--- src/rtl/csr_access_ctrl.sv ---
// Sequences one Zicsr instruction: reads the CSR, optionally writes the new value
// back in a single strobe cycle, then returns the old value over a valid/ready channel.
module csr_access_ctrl (
  input  logic        clk,
  input  logic        rst,
  input  logic        flush,
  input  logic        req_valid,
  output logic        req_ready,
  input  logic [2:0]  req_funct3,
  input  logic [11:0] req_addr,
  input  logic [4:0]  req_rs1_idx,
  input  logic [31:0] req_rs1_data,
  input  logic [4:0]  req_rd_idx,
  output logic        csr_wr_en,
  output logic [2:0]  csr_op,
  output logic [11:0] csr_addr,
  output logic [31:0] csr_wdata,
  input  logic [31:0] csr_rdata,
  output logic        resp_valid,
  input  logic        resp_ready,
  output logic [4:0]  resp_rd_idx,
  output logic        resp_rd_we,
  output logic [31:0] resp_data,
  output logic        resp_illegal
);

  typedef enum logic [1:0] {IDLE, READ, WRITE, RESP} state_e;

  state_e      state_q, state_d;
  logic [2:0]  funct3_q;
  logic [11:0] addr_q;
  logic [4:0]  rs1Idx_q;
  logic [31:0] rs1Data_q;
  logic [4:0]  rdIdx_q;
  logic [31:0] old_q;
  logic        illegal_q;

  logic        reqFire;
  logic [31:0] srcVal;
  logic [31:0] newVal;
  logic        writeNeeded;
  logic        illegalNow;

  assign reqFire = (state_q == IDLE) && req_valid && !flush && !rst;

  always_comb begin
    srcVal = funct3_q[2] ? {27'd0, rs1Idx_q} : rs1Data_q;
    newVal = 32'd0;
    case (funct3_q[1:0])
      2'b01:   newVal = srcVal;
      2'b10:   newVal = old_q | srcVal;
      2'b11:   newVal = old_q & ~srcVal;
      default: newVal = 32'd0;
    endcase
    // Set/clear with x0 (or uimm 0) is a pure read and must not touch the CSR
    writeNeeded = (funct3_q[1:0] == 2'b01) || (rs1Idx_q != 5'd0);
    illegalNow  = (funct3_q[1:0] == 2'b00) ||
                  (writeNeeded && (addr_q[11:10] == 2'b11));
  end

  always_ff @(posedge clk) begin
    if (rst) begin
      state_q <= IDLE;
    end else begin
      state_q <= state_d;
    end
  end

  always_ff @(posedge clk) begin
    if (rst) begin
      funct3_q  <= 3'd0;
      addr_q    <= 12'd0;
      rs1Idx_q  <= 5'd0;
      rs1Data_q <= 32'd0;
      rdIdx_q   <= 5'd0;
      old_q     <= 32'd0;
      illegal_q <= 1'b0;
    end else begin
      if (reqFire) begin
        funct3_q  <= req_funct3;
        addr_q    <= req_addr;
        rs1Idx_q  <= req_rs1_idx;
        rs1Data_q <= req_rs1_data;
        rdIdx_q   <= req_rd_idx;
      end
      if (state_q == READ) begin
        old_q     <= csr_rdata;
        illegal_q <= illegalNow;
      end
    end
  end

  always_comb begin
    state_d = state_q;
    case (state_q)
      IDLE:  if (req_valid) state_d = READ;
      READ: begin
        if (illegalNow)       state_d = RESP;
        else if (writeNeeded) state_d = WRITE;
        else                  state_d = RESP;
      end
      WRITE: state_d = RESP;
      RESP:  if (resp_ready) state_d = IDLE;
      default: state_d = IDLE;
    endcase
    if (flush) state_d = IDLE;
  end

  // Everything is forced to its idle value while reset is held
  always_comb begin
    req_ready    = 1'b0;
    csr_wr_en    = 1'b0;
    csr_op       = 3'd0;
    csr_addr     = 12'd0;
    csr_wdata    = 32'd0;
    resp_valid   = 1'b0;
    resp_rd_idx  = 5'd0;
    resp_rd_we   = 1'b0;
    resp_data    = 32'd0;
    resp_illegal = 1'b0;
    if (!rst) begin
      req_ready = (state_q == IDLE) && !flush;
      csr_op    = funct3_q;
      csr_addr  = addr_q;
      if (state_q == WRITE) begin
        csr_wr_en = !flush;
        csr_wdata = newVal;
      end
      if (state_q == RESP) begin
        resp_valid   = 1'b1;
        resp_rd_idx  = rdIdx_q;
        resp_data    = illegal_q ? 32'd0 : old_q;
        resp_rd_we   = !illegal_q && (rdIdx_q != 5'd0);
        resp_illegal = illegal_q;
      end
    end
  end

endmodule

--- config.mk ---
export PLATFORM = sky130hd
export DESIGN_NAME = csr_access_ctrl
export DESIGN_NICKNAME = d
export VERILOG_FILES = /design/src/rtl/csr_access_ctrl.sv
export SDC_FILE = /design/constraint.sdc
export NUM_CORES = 1
export LEC_CHECK = 0
export CAP_MARGIN = 10
export CORE_AREA = 2 2 127 129
export DETAILED_ROUTE_END_ITERATION = 6
export DIE_AREA = 0 0 129 131
export GPL_ROUTABILITY_DRIVEN = 0
export SLEW_MARGIN = 15
export SYNTH_ARGS = -nofsm -noshare
export SYNTH_HDL_FRONTEND = slang
export SYNTH_SLANG_ARGS = --single-unit
export TNS_END_PERCENT = 100
--- constraint.sdc ---
create_clock -name clk -period 1.9 [get_ports clk]
set_clock_uncertainty 0.15 [all_clocks]
set_input_delay 0.285 -clock clk [delete_from_list [all_inputs] [get_ports clk]]
set_output_delay 0.285 -clock clk [all_outputs]
set_load 0.01 [all_outputs]
# Yosys cells after proc, flatten, opt, wreduce, memory -nomap -nowiden
# Cells that the tools add are included.
[word_totals]
register_bits = 92
[classes]
n_bitwise = 3
reduce_logical = 17
muxes = 25
eq_ne = 9
[ops]
columns = ["cell", "n"]
rows = [
  ["$mux 32", 6],
  ["$pmux 32 s3", 1],
  ["$and 32x32->32", 1],
  ["$not 32->32", 1],
  ["$or 32x32->32", 1],
  ["$mux 12", 1],
  ["$mux 1", 11],
  ["$eq 2x2->1 const B", 5],
  ["$mux 5", 2],
  ["$reduce_bool 5->1", 2],
  ["$pmux 2 s4", 1],
  ["$logic_and 1x1->1", 6],
  ["$eq 2x1->1 const B", 2],
  ["$logic_not 2->1", 2],
  ["$mux 2", 2],
  ["$ne 2x2->1 const B", 2],
  ["$logic_not 1->1", 3],
  ["$mux 3", 1],
  ["$logic_or 1x1->1", 2],
  ["$reduce_and 2->1", 1],
  ["$reduce_or 2->1", 1],
]

# Logic depth before layout (Yosys ltp)
# Gate-level depths: netlist of the first run.
[logic_depth]
ltp_word = 6
ltp_mapped = 7

# Least setup slack after synthesis of the first run
# Ideal clock, no wire load.
[synth_timing]
path_type = "register -> output"
startpoint = "reg state_q[0]"
endpoint = "out csr_wdata[22]"
path_stages_with_launch = 7
t_arrival_ps = 1375
n_path_buf = 2
slack_ps = 90
required_time_ps = 1465
path_cell_list = "dfxtp_1 -> inv_1 -> ha_1 -> nand2b_1 -> clkbuf_1 -> buf_1 -> a21oi_1"
[synth_between]
elab_chain_len = 3
[synth_lines]
columns = ["element", "line_no", "text"]
rows = [
  ["from (decl)", "29", "state_e state_q, state_d;"],
  ["from (signal assigned)", "65", "state_q <= state_d;"],
  ["$eq 2x2->1", "125", "if (state_q == WRITE) begin"],
  ["$mux 32", "125", ""],
  ["$mux 32", "121", "if (!rst) begin"],
  ["to (decl)", "17", "output logic [31:0] csr_wdata,"],
]
# Every way passes these cells.

# Worst setup path in the final report of the first run
[layout_timing]
startpoint = "reg state_q[1]"
endpoint = "out resp_data[30]"
[layout_between]
elab_chain_len = 3
[layout_lines]
columns = ["element", "line_no", "text"]
rows = [
  ["$eq 2x2->1", "129", "if (state_q == RESP) begin"],
  ["$mux 32", "129", ""],
  ["$mux 32", "121", ""],
  ["to (decl)", "23", "output logic [31:0] resp_data,"],
]
# Every way passes these cells.

==> flow_metrics.tcl, run 1 <==
set metrics [dict create \
    power.share.clock_pct 42.8 \
    pwr-share-seq_pct 42.9 \
    hold_buffers 0 \
    synthArstFlopShare_pct 0 \
    critPathArrivalTime_ns 1.69 \
    grt_setup_unrepaired "yes" \
    worstPathRequired_ns 1.46 \
    antennaDiodeCount 0 \
    gr-total-overflow 0 \
    start_util_pct 29.4 \
    min_from "rst" \
    grt_pass1_wl_mm 25.2 \
    design.final.nets 907 \
    total_leakage_power_nw 2.99 \
    status "finished, violations left" \
    drv_cap 0 \
    drive_above_1_share_pct 27.8 \
    max_freq_mhz 470 \
    nFillCells 1577 \
    dr.pass1.iters 4 \
    netSwitchingFraction_pct 22.8 \
    max_stage_delay_ns 0.37 \
    slowest_stage "dfxtp_4" \
    top_layer "met4" \
    ys_types 30 \
    dpl_worst_slack_ns -0.267 \
    root_buffer "clkbuf_16" \
    yosysWarnings 0 \
    coreArea_sq_mm 0.0156 \
    syn_inst 594 \
    hold_end "illegal_q" \
    io_pins 183 \
    first_global_vias 4915 \
    die_h_microns 131 \
    io_buffers 182 \
    drt_iter0_markers 183 \
    synth_edf_count 0 \
    met1_length_mm 7.00 \
    reg2reg_slack_ns 0.10 \
    intPower_mw 3.71 \
    worst_hold_slack_ns 0.0656 \
    synth-seq-cells 92 \
    rows 46 \
    wl_met2_mm 7.69 \
    total_power_mw 4.81 \
    vias 4789 \
    cp_cell_sequence "ha_4 > inv_2 > nor3_4 > buf_6 > buf_8 > buf_12 > and2_1 > buf_2" \
    drv_slew 0 \
    r2r-start "state_q[0]" \
    vias_per_cell 4.66 \
    dieWidth_microns 129 \
    multiInputGateArea_sq_mm 0.00265 \
    timing.critical_path.from_type "register" \
    htree_num_levels 3 \
    final-hold-violation-count 0 \
    setup_ws_ns -0.226 \
    route.detailed.drc 0 \
    wl_met3_mm 1.16 \
    grtUsageTotal_pct 19.2 \
    dieArea_sq_mm 0.0169 \
    whs_path_depth 2 \
    grt_antenna_before_repair 0 \
    seqCellArea_sq_mm 0.00186 \
    ys_seq_area_share_pct 40.2 \
    p_per_area_mw_per_mm2 632 \
    final_common_cell "nand2_1" \
    worst_slew_pin_slew_ns 0.406 \
    synth_nets 693 \
    hpwl_mm 10.9 \
    hp-class "input port to register" \
    timing.slew.headroom_pct 73.0 \
    reg2reg_depth 8 \
    crit_buf_inv 5 \
    synth_top_flop_cell "dfxtp_1" \
    cts_tree "built" \
    worstSetupEndpointType "output pin" \
    crit_fanout 4 \
    min_period_ns 2.13 \
    ir_drop_v 0.000466 \
    pwr-share-comb_pct 14.3 \
    wirelength_mm 16.2 \
    setup_viol 73 \
    fin_area_sq_mm 0.00761 \
    cts_buffer_depth 2 \
    layout_common_cells "nand2_1 (115), clkdlybuf4s50_1 (95), dfxtp_1 (85)" \
    clk_latency_ns 0.34 \
    grt_max_degree 37 \
    drtAntennaViolNets 0 \
    worstReg2RegEnd "funct3_q[2]" \
    critPathTopFamily "buffers and inverters" \
    routedWlPerCell_microns 15.7 \
    area_delta_synth_final_pct 66.1 \
    clock_sinks 92 \
    dpl_cell_area_sq_mm 0.00692 \
    critPathKind "register to output pin" \
    cts_buffers 9 \
    cts.clk_slew.worst_paths_ns 0.06 \
    failed_checks "negative setup slack" \
    synthesis.area_sq_mm 0.00458 \
    p_sw_mw 1.10 \
    postSynthAreaPerCell_sq_um 7.71 \
    post-route-period-util_pct 112 \
]
## cells in the mapped netlist (6+ instances only)
| library cell | instances | share of area [%] |
|---|---|---|
| nand3b_1 | 27 | 4.4 |
| buf_1 | 7 | 0.57 |
| and2_1 | 38 | 5.2 |
| clkbuf_1 | 23 | 1.9 |
| buf_2 | 16 | 1.7 |
| nor2_1 | 41 | 3.4 |
| o211ai_1 | 27 | 4.4 |
| a21oi_1 | 90 | 9.8 |
| o22ai_1 | 6 | 0.82 |
| mux2i_1 | 38 | 8.3 |
| dfxtp_1 | 92 | 40 |
| inv_1 | 31 | 2.5 |
| nand2_1 | 117 | 9.6 |
| nor2b_1 | 17 | 2.3 |
## power by group through the flow
stage          Combinational [mW]  Sequential (mW)  Clock (mW)
2_1_floorplan               0.276             2.08           0
3_3_place_gp                0.610             2.10           0
3_5_place_dp                0.620             2.10           0
4_1_cts                     0.671             2.06        2.12
5_1_grt                     0.747             2.07        2.20
6_report                    0.688             2.06        2.06
## area by class of cell
type,count,area share [%]
clock buffers,10,3.14
clock inverters,5,1.32
inverters,31,1.53
multi-input cells,423,34.8
flip-flops and latches,92,24.5
well taps,216,3.55
repair buffers,251,31.2
## stage by stage
stage               util (%)  setup TNS (ns)  instances
detailed placement      44.4          -15.85        991
finish                  48.8           -8.93       1028
CTS                     47.3          -10.30       1023
floorplan                  -               0        594
global placement        44.4          -13.03        991
global route            48.8          -13.76       1028
## logic make-up (layout without fill, tap and decap cells)
family	Yosys count	count (layout)	share of synthesized area, %
flops	92	92	40.2
buf+inv	79	297	7.07
xor+xnor	1	1	0.355
compound gates	128	128	16.2
simple gates	250	250	26.2
mux	39	39	8.55
fa+ha+maj	5	5	1.37
## what timing repair did
item / CTS / global route
buffers inserted: 11 / 5
resized for setup: 345 / 72
gates cloned: 6 / 1
endpoints found under the setup margin: 81 / 84
pin swaps: 7 / 8
## flip-flops by register name, summed over array words and instances (netlist names)
| name | flops |
|---|---|
| state_q | 2 |
| rs1Idx_q | 5 |
| funct3_q | 3 |
| rs1Data_q | 32 |
| old_q | 32 |
| addr_q | 12 |
| rdIdx_q | 5 |
| illegal_q | 1 |
## metal layers
layer,GRT usage (%),vias up
met2,33.6,136
met3,5.25,17
met1,22.7,2234
li1,-,2402
met5,0,-
met4,6.78,0
## worst max-delay path by stage
stage / from / end / slack [ns] / depth (start not counted)
CTS: funct3_q[2] / csr_wdata[0] / -0.25 / 5
global placement: state_q[0] / resp_rd_idx[2] / -0.26 / 7
floorplan: state_q[0] / csr_wdata[22] / 0.09 / 6
detailed placement: state_q[0] / csr_wdata[1] / -0.27 / 6
finish: state_q[1] / resp_data[30] / -0.23 / 8
global route: state_q[1] / resp_data[20] / -0.28 / 7
No activity file was read; power rests on OpenSTA's default activity.
==> run 2, diff against run 1 <==
--- a/config.mk
+++ b/config.mk
@@ -14,4 +14,4 @@
 export SYNTH_ARGS = -nofsm -noshare
 export SYNTH_HDL_FRONTEND = slang
 export SYNTH_SLANG_ARGS = --single-unit
-export TNS_END_PERCENT = 100
+export TNS_END_PERCENT = 5
==> run 2 against run 1 <==
Net effect:
- the run still ends with negative setup slack left
- sequential power is essentially flat
- non-clock buffer count shrank 10
- final area shrank 1.1%
- sequential share of layout area grew 0.28 points
- hold slack lost 0.0034 ns
- final cell count shrank 0.97%
- critical path depth shrank 1
- flip-flop and latch count is the same
- worst setup slack gained 0.043 ns
==> flow_metrics.tcl, run 2 (same netlist as run 1, synthesis figures left out) <==
set metrics [dict create \
    status "finished, violations left" \
    failed_checks "negative setup slack" \
    slowest_stage "dfxtp_4" \
    reg2reg_depth 8 \
    timing.slew.headroom_pct 72.7 \
    grt_antenna_before_repair 0 \
    hp-class "input port to register" \
    route.detailed.drc 0 \
    timing.critical_path.mode_cell "buf_6" \
    io_pins 183 \
    cts_buffers 9 \
    biggestRegsByFlops "old_q x32, rs1Data_q x32, addr_q x12" \
    cp_cell_sequence "ha_4 > inv_4 > nor3_4 > buf_6 > clkbuf_16 > and2_4 > buf_6" \
    setup_ws_ns -0.182 \
    setup_viol 71 \
    cts_buffer_depth 2 \
    coreArea_sq_mm 0.0156 \
    start_util_pct 29.4 \
    worstPathRequired_ns 1.46 \
    clk_latency_ns 0.34 \
    clock_sinks 92 \
    cts_tree "built" \
    antennaDiodeCount 0 \
    gr-total-overflow 0 \
    final-instance-count-excl-fill 1018 \
    crit_fanout 5 \
    total_leakage_power_nw 2.96 \
    wirelength_mm 16.1 \
    post-route-period-util_pct 110 \
    timing.critical_path.from_type "register" \
    area_delta_synth_final_pct 64.2 \
    drive_above_1_share_pct 27.8 \
    routedWlPerCell_microns 15.8 \
    whs_path_depth 2 \
    cts.clk_slew.worst_paths_ns 0.06 \
    crit_buf_inv 4 \
    ir_drop_v 0.000462 \
    grt_pass1_wl_mm 25.0 \
    worst-path-stages 7 \
    final_common_cell "nand2_1" \
    max_freq_mhz 480 \
    hpwl_mm 10.9 \
    dr.pass1.iters 4 \
    layout_common_cells "nand2_1 (115), clkdlybuf4s50_1 (95), dfxtp_1 (85)" \
    placed_cells 991 \
    drtAntennaViolNets 0 \
    drv_cap 0 \
    vias 4759 \
    dieWidth_microns 129 \
    vias_per_cell 4.67 \
    drv_slew 0 \
    critPathArrivalTime_ns 1.65 \
    critPathTopFamily "buffers and inverters" \
    design.final.nets 897 \
    root_buffer "clkbuf_16" \
    min_period_ns 2.08 \
    hold_buffers 0 \
    grt_max_degree 37 \
    fin_tns_setup_ns -7.06 \
    grt_setup_unrepaired "yes" \
    die_h_microns 131 \
    final-hold-violation-count 0 \
    critPathKind "register to output pin" \
    grtUsageTotal_pct 19.0 \
    drt_iter0_markers 145 \
    worst_slew_pin_slew_ns 0.409 \
    rows 46 \
    p_per_area_mw_per_mm2 636 \
    dieArea_sq_mm 0.0169 \
    nFillCells 1596 \
    max_stage_delay_ns 0.37 \
    post-route-util_pct 48.2 \
    htree_num_levels 3 \
    first_global_vias 4888 \
    worstSetupEndpointType "output pin" \
    io_buffers 182 \
]
==> run 2: worst paths after layout <==
check	startpoint	slack, ns	endpoint
hold reg to reg	addr_q[2]	0.30	addr_q[2]
hold / removal	rst	0.06	illegal_q
setup reg to reg	state_q[0]	0.06	state_q[0]
setup / recovery	state_q[1]	-0.18	resp_data[3]
==> run 2: final cells by class <==
class                   instances  area [sq um]  share of cell area [%]
repair buffers                241          2280                    30.3
clock inverters                 5           100                    1.33
flip-flops and latches         92          1860                    24.8
inverters                      31           119                    1.58
multi-input cells             423          2650                    35.2
clock buffers                  10           239                    3.18
well taps                     216           270                    3.59
==> run 2: report_power, final <==
part           switching (mW)  leakage [nW]  internal, mW
Combinational           0.277          2.04         0.382
Clock                   0.752         0.168          1.31
Sequential             0.0637         0.752          2.00
==> run 2: per-stage QoR <==
stage                     instance area (sq um)  power (mW)  setup slack (ns)  hold slack, ns
after floorplan                            4580        2.36            0.0896           0.212
after global placement                     6920        2.71            -0.265           0.285
after detailed placement                   6920        2.72            -0.267           0.292
after CTS                                  7430        4.84            -0.248          0.0483
after global routing                       7520        4.99            -0.230          0.0715
final                                      7520        4.79            -0.182          0.0622
==> run 2: repair_timing <==
item | CTS | global route
setup buffers | 4 | 2
pin swaps | 5 | 10
hold endpoints to repair | 0 | 0
setup endpoints to repair | 81 | 84
gates cloned | 5 | 2
resized for setup | 303 | 127
==> run 2: per-layer routing <==
| metal | wire length (microns) | global-route usage, % | up-vias |
|---|---|---|---|
| met3 | 1220 | 5.29 | 19 |
| met2 | 7680 | 33.0 | 146 |
| met1 | 6920 | 22.6 | 2218 |
| met4 | 248 | 6.46 | 0 |
| met5 | 0 | 0 | - |
| li1 | - | - | 2376 |
==> run 3, diff against run 2 <==
--- a/config.mk
+++ b/config.mk
@@ -10,6 +10,7 @@
 export DETAILED_ROUTE_END_ITERATION = 6
 export DIE_AREA = 0 0 129 131
 export GPL_ROUTABILITY_DRIVEN = 0
+export RECOVER_POWER = 100
 export SLEW_MARGIN = 15
 export SYNTH_ARGS = -nofsm -noshare
 export SYNTH_HDL_FRONTEND = slang
==> run 3 against run 2 <==
Net effect:
- global-route usage stayed put
- critical endpoint unchanged
- hold slack worse by 0.00084 ns
- largest power group unchanged
- highest routed layer unchanged
- final cell count stayed put
- die area stayed put
- largest cell class unchanged
- the flow still finishes with violations (negative setup slack)
- sequential power hardly changed
- total power is 0.14% lower
- sequential share of layout area is 0.23 points higher
- fmax is 0.20% lower
- worst setup slack worse by 0.0041 ns
==> flow_metrics.tcl, run 3 (same netlist as run 1, synthesis figures left out) <==
set metrics [dict create \
    status "finished, violations left" \
    failed_checks "negative setup slack" \
    clock_sinks 92 \
    hold_buffers 0 \
    vias 4763 \
    p_per_area_mw_per_mm2 641 \
    critPathKind "register to output pin" \
    antennaDiodeCount 0 \
    timing.critical_path.from_type "register" \
    hp-class "input port to register" \
    layout_common_cells "nand2_1 (115), clkdlybuf4s50_1 (95), dfxtp_1 (85)" \
    dieWidth_microns 129 \
    crit_start "state_q[1]" \
    io_buffers 182 \
    dieArea_sq_mm 0.0169 \
    final_common_cell "nand2_1" \
    biggestRegsByFlops "old_q x32, rs1Data_q x32, addr_q x12" \
    grt_antenna_before_repair 0 \
    worst_slew_pin_slew_ns 0.407 \
    pwr-share-seq_pct 43.2 \
    max_freq_mhz 479 \
    cp-endpoint "resp_data[3]" \
    post-route-period-util_pct 110 \
    area_delta_synth_final_pct 62.7 \
    pwr-share-comb_pct 13.6 \
    root_buffer "clkbuf_16" \
    start_util_pct 29.4 \
    cts_tree "built" \
    drive_above_1_share_pct 27.7 \
    critPathArrivalTime_ns 1.65 \
    route.detailed.drc 0 \
    worstSetupEndpointType "output pin" \
    die_h_microns 131 \
    r2r-start "state_q[0]" \
    intPower_mw 3.69 \
    vias_per_cell 4.68 \
    clk_latency_ns 0.34 \
    coreArea_sq_mm 0.0156 \
    timing.slew.headroom_pct 72.9 \
    hpwl_mm 10.9 \
    min_period_ns 2.09 \
    cts.clk_slew.worst_paths_ns 0.06 \
    dpl_worst_slack_ns -0.267 \
    final-hold-violation-count 0 \
    dr.pass1.iters 4 \
    grtUsageTotal_pct 19.0 \
    reg2reg_depth 8 \
    design.final.nets 897 \
    power.share.clock_pct 43.2 \
    htree_num_levels 3 \
    drv_slew 0 \
    routedWlPerCell_microns 15.8 \
    drt_iter0_markers 136 \
    reg2reg_slack_ns 0.06 \
    netSwitchingFraction_pct 22.9 \
    grt_setup_unrepaired "yes" \
    wirelength_mm 16.0 \
    ir_drop_v 0.000463 \
    worstReg2RegEnd "state_q[0]" \
    grt_pass1_wl_mm 25.0 \
    worstPathRequired_ns 1.46 \
    drtAntennaViolNets 0 \
    rows 46 \
    grt_max_degree 37 \
    gr-total-overflow 0 \
    total_leakage_power_nw 2.82 \
    first_global_vias 4888 \
    setup_viol 71 \
    io_pins 183 \
    crit_fanout 5 \
    setup_ws_ns -0.187 \
    drv_cap 0 \
    cts_buffer_depth 2 \
    worst_hold_slack_ns 0.0613 \
    cts_buffers 9 \
    p_sw_mw 1.09 \
]
-- run 3: cell count changes in the layout (fill, tap and decap cells not counted), sizes merged --
cell	before	now
dlymetal6s2s	7	0
clkbuf	14	20
clkdlybuf4s25	0	1
-- run 3: routing by layer --
metal / vias to the layer above / global-route usage (%) / wire length (microns)
met5: - / 0 / 0
met3: 15 / 5.29 / 1210
met2: 140 / 33.0 / 7690
li1: 2377 / - / -
met1: 2231 / 22.6 / 6900
met4: 0 / 6.46 / 238
-- run 3: worst min-delay path by stage --
stage / start / end / slack, ns / cells past startpoint
global route: rst / illegal_q / 0.07 / 2
global placement: addr_q[3] / addr_q[3] / 0.28 / 2
finish: rst / illegal_q / 0.06 / 2
CTS: rst / illegal_q / 0.05 / 2
detailed placement: addr_q[2] / addr_q[2] / 0.29 / 2
floorplan: flush / state_q[1] / 0.21 / 1
-- run 3: through the flow --
stage                     util [%]  instance area (sq um)  std cells  setup TNS, ns  power, mW
final                         47.8                   7450       1018          -7.20       4.78
after global routing          47.8                   7450       1018         -12.02       4.98
after CTS                     47.6                   7430       1015         -11.59       4.84
after detailed placement      44.4                   6920        991         -15.85       2.72
after global placement        44.4                   6920        991         -13.03       2.71
after floorplan                  -                   4580        594              0       2.36
-- run 3: critical path: stages (launching register included) --
cell       delay, ns
dfxtp_4         0.37
ha_4            0.14
inv_4           0.03
nor3_4          0.19
buf_6           0.18
clkbuf_16       0.16
and2_4          0.14
buf_6           0.09
-- run 3: power groups by stage --
stage	sequential [mW]	clock, mW	combinational, mW
after floorplan	2.08	0	0.276
after global placement	2.10	0	0.610
after detailed placement	2.10	0	0.620
after CTS	2.06	2.12	0.659
after global routing	2.07	2.20	0.711
final	2.06	2.06	0.652
-- run 3: repair_timing --
action                                 in CTS  in global routing
buffers inserted                            4                  2
pin swaps                                   5                 10
endpoints found under the hold margin       0                  0
cloned                                      5                  2
setup endpoints to repair                  81                 84
gates resized for setup                   303                127
-- run 3: layout make-up --
type	instances	area, sq um
Fill cell	1607	8140
Inverter	31	119
Clock buffer	10	239
Clock inverter	5	100
Multi-Input combinational cell	423	2650
Sequential cell	92	1860
Timing Repair Buffer	241	2220
Tap cell	216	270
==> edit 1: new RTL, flow settings as in run 2 <==
Encoding of `state_e`: now one-hot (4 bits for 4 states).
--- a/src/rtl/csr_access_ctrl.sv
+++ b/src/rtl/csr_access_ctrl.sv
@@ -24,7 +24,7 @@
   output logic        resp_illegal
 );
 
-  typedef enum logic [1:0] {IDLE, READ, WRITE, RESP} state_e;
+  typedef enum logic [3:0] {IDLE = 4'b0001, READ = 4'b0010, WRITE = 4'b0100, RESP = 4'b1000} state_e;
 
   state_e      state_q, state_d;
   logic [2:0]  funct3_q;
Formal check against the unedited RTL: same outputs for any inputs over 4 cycles, from zero or initial values and one cycle with rst high; so few cycles prove little.
==> edit 1 against run 2 <==
  * The run still ends with setup timing left
  * Routed wire length rose by 6.9%
  * Area after synthesis rose by 7.3%
  * Sequential cell count rose by 2
  * Worst setup slack got worse by 0.15 ns
  * Total power fell by 7.9%
  * Register-to-register slack got worse by 0.08 ns
  * Design area rose by 0.81%
  * Largest power group unchanged
  * Sequential share of layout area rose by 0.18 points
  * Via count rose by 7.8%
  * Final cell count rose by 0.59%
  * First-iteration DRC count rose by 110%
  * Critical path depth did not move
  * Count of clock-buffer cells in the layout rose by 1
  * Highest routed layer unchanged
==> edit 1: results (changes against run 2) <==
• multi-input logic portion of the cell area: 0.380, was 0.352
• setup fix buffers added after clock tree synthesis: 8, was 4
• total half-perimeter wirelength after legalization and detailed placement: 12.1 mm, was 10.9 mm
• clock buffer and inverter area fraction after layout: 0.0376, was 0.0451
• WL met3: 1.13 mm, was 1.22 mm
• highest ir drop seen on vdd: 0.557 mV, was 0.462 mV
• cell area after synthesis: 0.00492 mm², was 0.00458 mm²
• final setup margin: -0.336 ns, was -0.182 ns
• Setup Viol. Count Final: 89, was 71
• count of filler cells inserted in the layout: 1,550, was 1,596
• Distinct cells, synth: 46, was 30
• status: finished, violations left, unchanged
• Placed Cells incl. Taps: 1,000, was 991
• vias post-DR: 5,130, was 4,759
• switching component of the power: 1100 µW, was 1090 µW
• synthesis-stage register bit count: 94, was 92
• TNS Setup: -16.64 ns, was -7.06 ns
• met2 track utilization from global routing: 0.355, was 0.330
• register share of the cell area: 0.249, was 0.248
• Core Util, Final: 0.486, was 0.482
• post-detailed-routing wire length: 17.2 mm, was 16.1 mm
• endpoint of the most critical register-to-register path: old_q[19]$_SDFFE_PP0N_, was state_q[0]$_SDFFE_PP0P_
• violations in the final reports: setup timing, unchanged
• total placed instance area: 0.00715 mm², was 0.00692 mm²
• Crit path arrival time: 1.80 ns, was 1.65 ns
• syn_nets: 704, was 693
• standby leakage power: 0.00285 µW, was 0.00296 µW
• register area share after synthesis: 0.383, was 0.402
• detailed router's first-iteration violation count: 302, was 145
• GR Util met1: 0.236, was 0.226
-- edit 1: cell count changes in the layout (fill, tap and decap cells not counted), sizes merged, moves of 24 or more --
| cell | run 2 | this run |
|---|---|---|
| mux2i | 38 | 0 |
| nor2 | 41 | 3 |
| o21ai | 0 | 35 |
| a21oi | 90 | 64 |
| o311ai | 2 | 28 |
| nand2 | 117 | 93 |
-- edit 1: worst min-delay path by stage --
stage | from | to | slack (ns) | cells past startpoint
6_report | rst | old_q[0]$_SDFFE_PP0N_ | 0.32 | 3
5_1_grt | req_rs1_data[8] | rs1Data_q[8]$_SDFFE_PP0P_ | 0.34 | 3
4_1_cts | rst | old_q[9]$_SDFFE_PP0N_ | 0.32 | 3
3_5_place_dp | old_q[12]$_SDFFE_PP0N_ | old_q[12]$_SDFFE_PP0N_ | 0.31 | 2
3_3_place_gp | old_q[21]$_SDFFE_PP0N_ | old_q[21]$_SDFFE_PP0N_ | 0.31 | 2
2_1_floorplan | req_addr[5] | addr_q[5]$_SDFFE_PP0P_ | 0.26 | 1
-- edit 1: kinds of logic (layout without fill, tap and decap cells) --
| family | count (synthesis) | in the layout | share of synthesized area |
|---|---|---|---|
| AO/OA/AOI/OAI | 174 | 174 | 0.227 |
| buffers and inverters | 94 | 292 | 0.0835 |
| AND/OR/NAND/NOR | 226 | 226 | 0.257 |
| XOR/XNOR | 2 | 2 | 0.00356 |
| multiplexers | 20 | 20 | 0.0458 |
| flip-flops | 94 | 94 | 0.383 |
-- edit 1: worst register-to-register path: cells and delay by family (launching register included) --
family | cells | cell delay [ns]
AOI/OAI and AO/OA | 1 | 0.06
buffers and inverters | 3 | 0.49
DFF | 1 | 0.32
and+or+nand+nor | 2 | 0.77
==> edit 2: new RTL, flow settings as in run 2 <==
Without the edit above. Make the reset (`rst`) asynchronous in 2 clocked blocks.
--- a/src/rtl/csr_access_ctrl.sv
+++ b/src/rtl/csr_access_ctrl.sv
@@ -58,7 +58,7 @@
                   (writeNeeded && (addr_q[11:10] == 2'b11));
   end
 
-  always_ff @(posedge clk) begin
+  always_ff @(posedge clk or posedge rst) begin
     if (rst) begin
       state_q <= IDLE;
     end else begin
@@ -66,7 +66,7 @@
     end
   end
 
-  always_ff @(posedge clk) begin
+  always_ff @(posedge clk or posedge rst) begin
     if (rst) begin
       funct3_q  <= 3'd0;
       addr_q    <= 12'd0;
Formal check against the unedited RTL: same outputs for any inputs over 10 cycles, from zero or initial values and one cycle with rst high; that may be too few to reach the edited logic, so the function may still have changed.
==> edit 2 against run 2 <==
  * The run still ends with setup timing left
  * Area after synthesis rose by 9.0%
  * Global-route usage up 1.5 points
  * Sequential share of layout area increased by 3.0 points
  * Highest routed layer unchanged
  * Sequential cell count is the same
  * Critical endpoint is now csr_wdata[31]
  * Design area grew 10%
  * Register-to-register slack worse by 0.21 ns
  * Worst setup slack lost 0.14 ns
  * Routed wire length grew 6.9%
Power is not compared: it rests on default switching activity, and its combinational part moved more than twofold at a synthesized area within 25%.
==> edit 2: results (changes against run 2) <==
• endpoint of the most critical register-to-register path: addr_q[7]$_DFFE_PP0P_, was state_q[0]$_SDFFE_PP0P_
• share of async-settable or async-resettable flops after synthesis: 1.00, was 0
• Multi-input gate area: 0.00297 mm², was 0.00265 mm²
• multiplexer area fraction after synthesis: 0.208, was 0.0855
• WL/cell: 18.5 µm, was 15.8 µm
• Setup Viol. Count Final: 132, was 71
• global-route wire length before repair: 26.2 mm, was 25.0 mm
• non-clock buffer count: 247, was 241
• register share of the cell area: 0.278, was 0.248
• violations in the final reports: setup timing, unchanged
• reg2reg setup slack: -0.15 ns, was 0.06 ns
• clock buffer and inverter area fraction after layout: 0.0341, was 0.0451
• Core Util, Final: 0.532, was 0.482
• CP peak stage delay: 0.46 ns, was 0.37 ns
• count of filler cells inserted in the layout: 1,377, was 1,596
• post-place setup slack: -0.313 ns, was -0.267 ns
• worst min-delay path class: in2async, was in2reg
• final setup margin: -0.317 ns, was -0.182 ns
• status: finished, violations left, unchanged
• total placed instance area: 0.00738 mm², was 0.00692 mm²
• total half-perimeter wirelength after legalization and detailed placement: 10.9 mm, about the same
• number of vias per cell after detailed routing: 4.94, was 4.67
• routed wl met2: 8.41 mm, was 7.68 mm
• register area share after synthesis: 0.461, was 0.402
• detailed router's first-iteration violation count: 234, was 145
• via count of the first global-routing pass: 4,855, was 4,888
-- edit 2: worst max path at each step --
stage / cells after the start / slack (ns) / from / endpoint
floorplan: 5 / -1.24 / rst / csr_wdata[12]
global placement: 6 / -0.33 / state_q[0]$_DFFE_PP0P_ / resp_data[14]
detailed placement: 5 / -0.31 / funct3_q[2]$_DFFE_PP0P_ / csr_wdata[4]
CTS: 7 / -0.31 / funct3_q[1]$_DFFE_PP0P_ / csr_wdata[29]
global route: 6 / -0.39 / state_q[0]$_DFFE_PP0P_ / csr_wdata[2]
finish: 7 / -0.32 / funct3_q[2]$_DFFE_PP0P_ / csr_wdata[31]
-- edit 2: repair_timing --
| action | in CTS | in global routing |
|---|---|---|
| gates cloned | 5 | 1 |
| gates resized for setup | 393 | 62 |
| hold endpoints to repair | 10 | 0 |
| endpoints found under the setup margin | 145 | 145 |
| setup buffers | 9 | 3 |
| hold buffers | 1 | 0 |
| pin swaps | 21 | 15 |
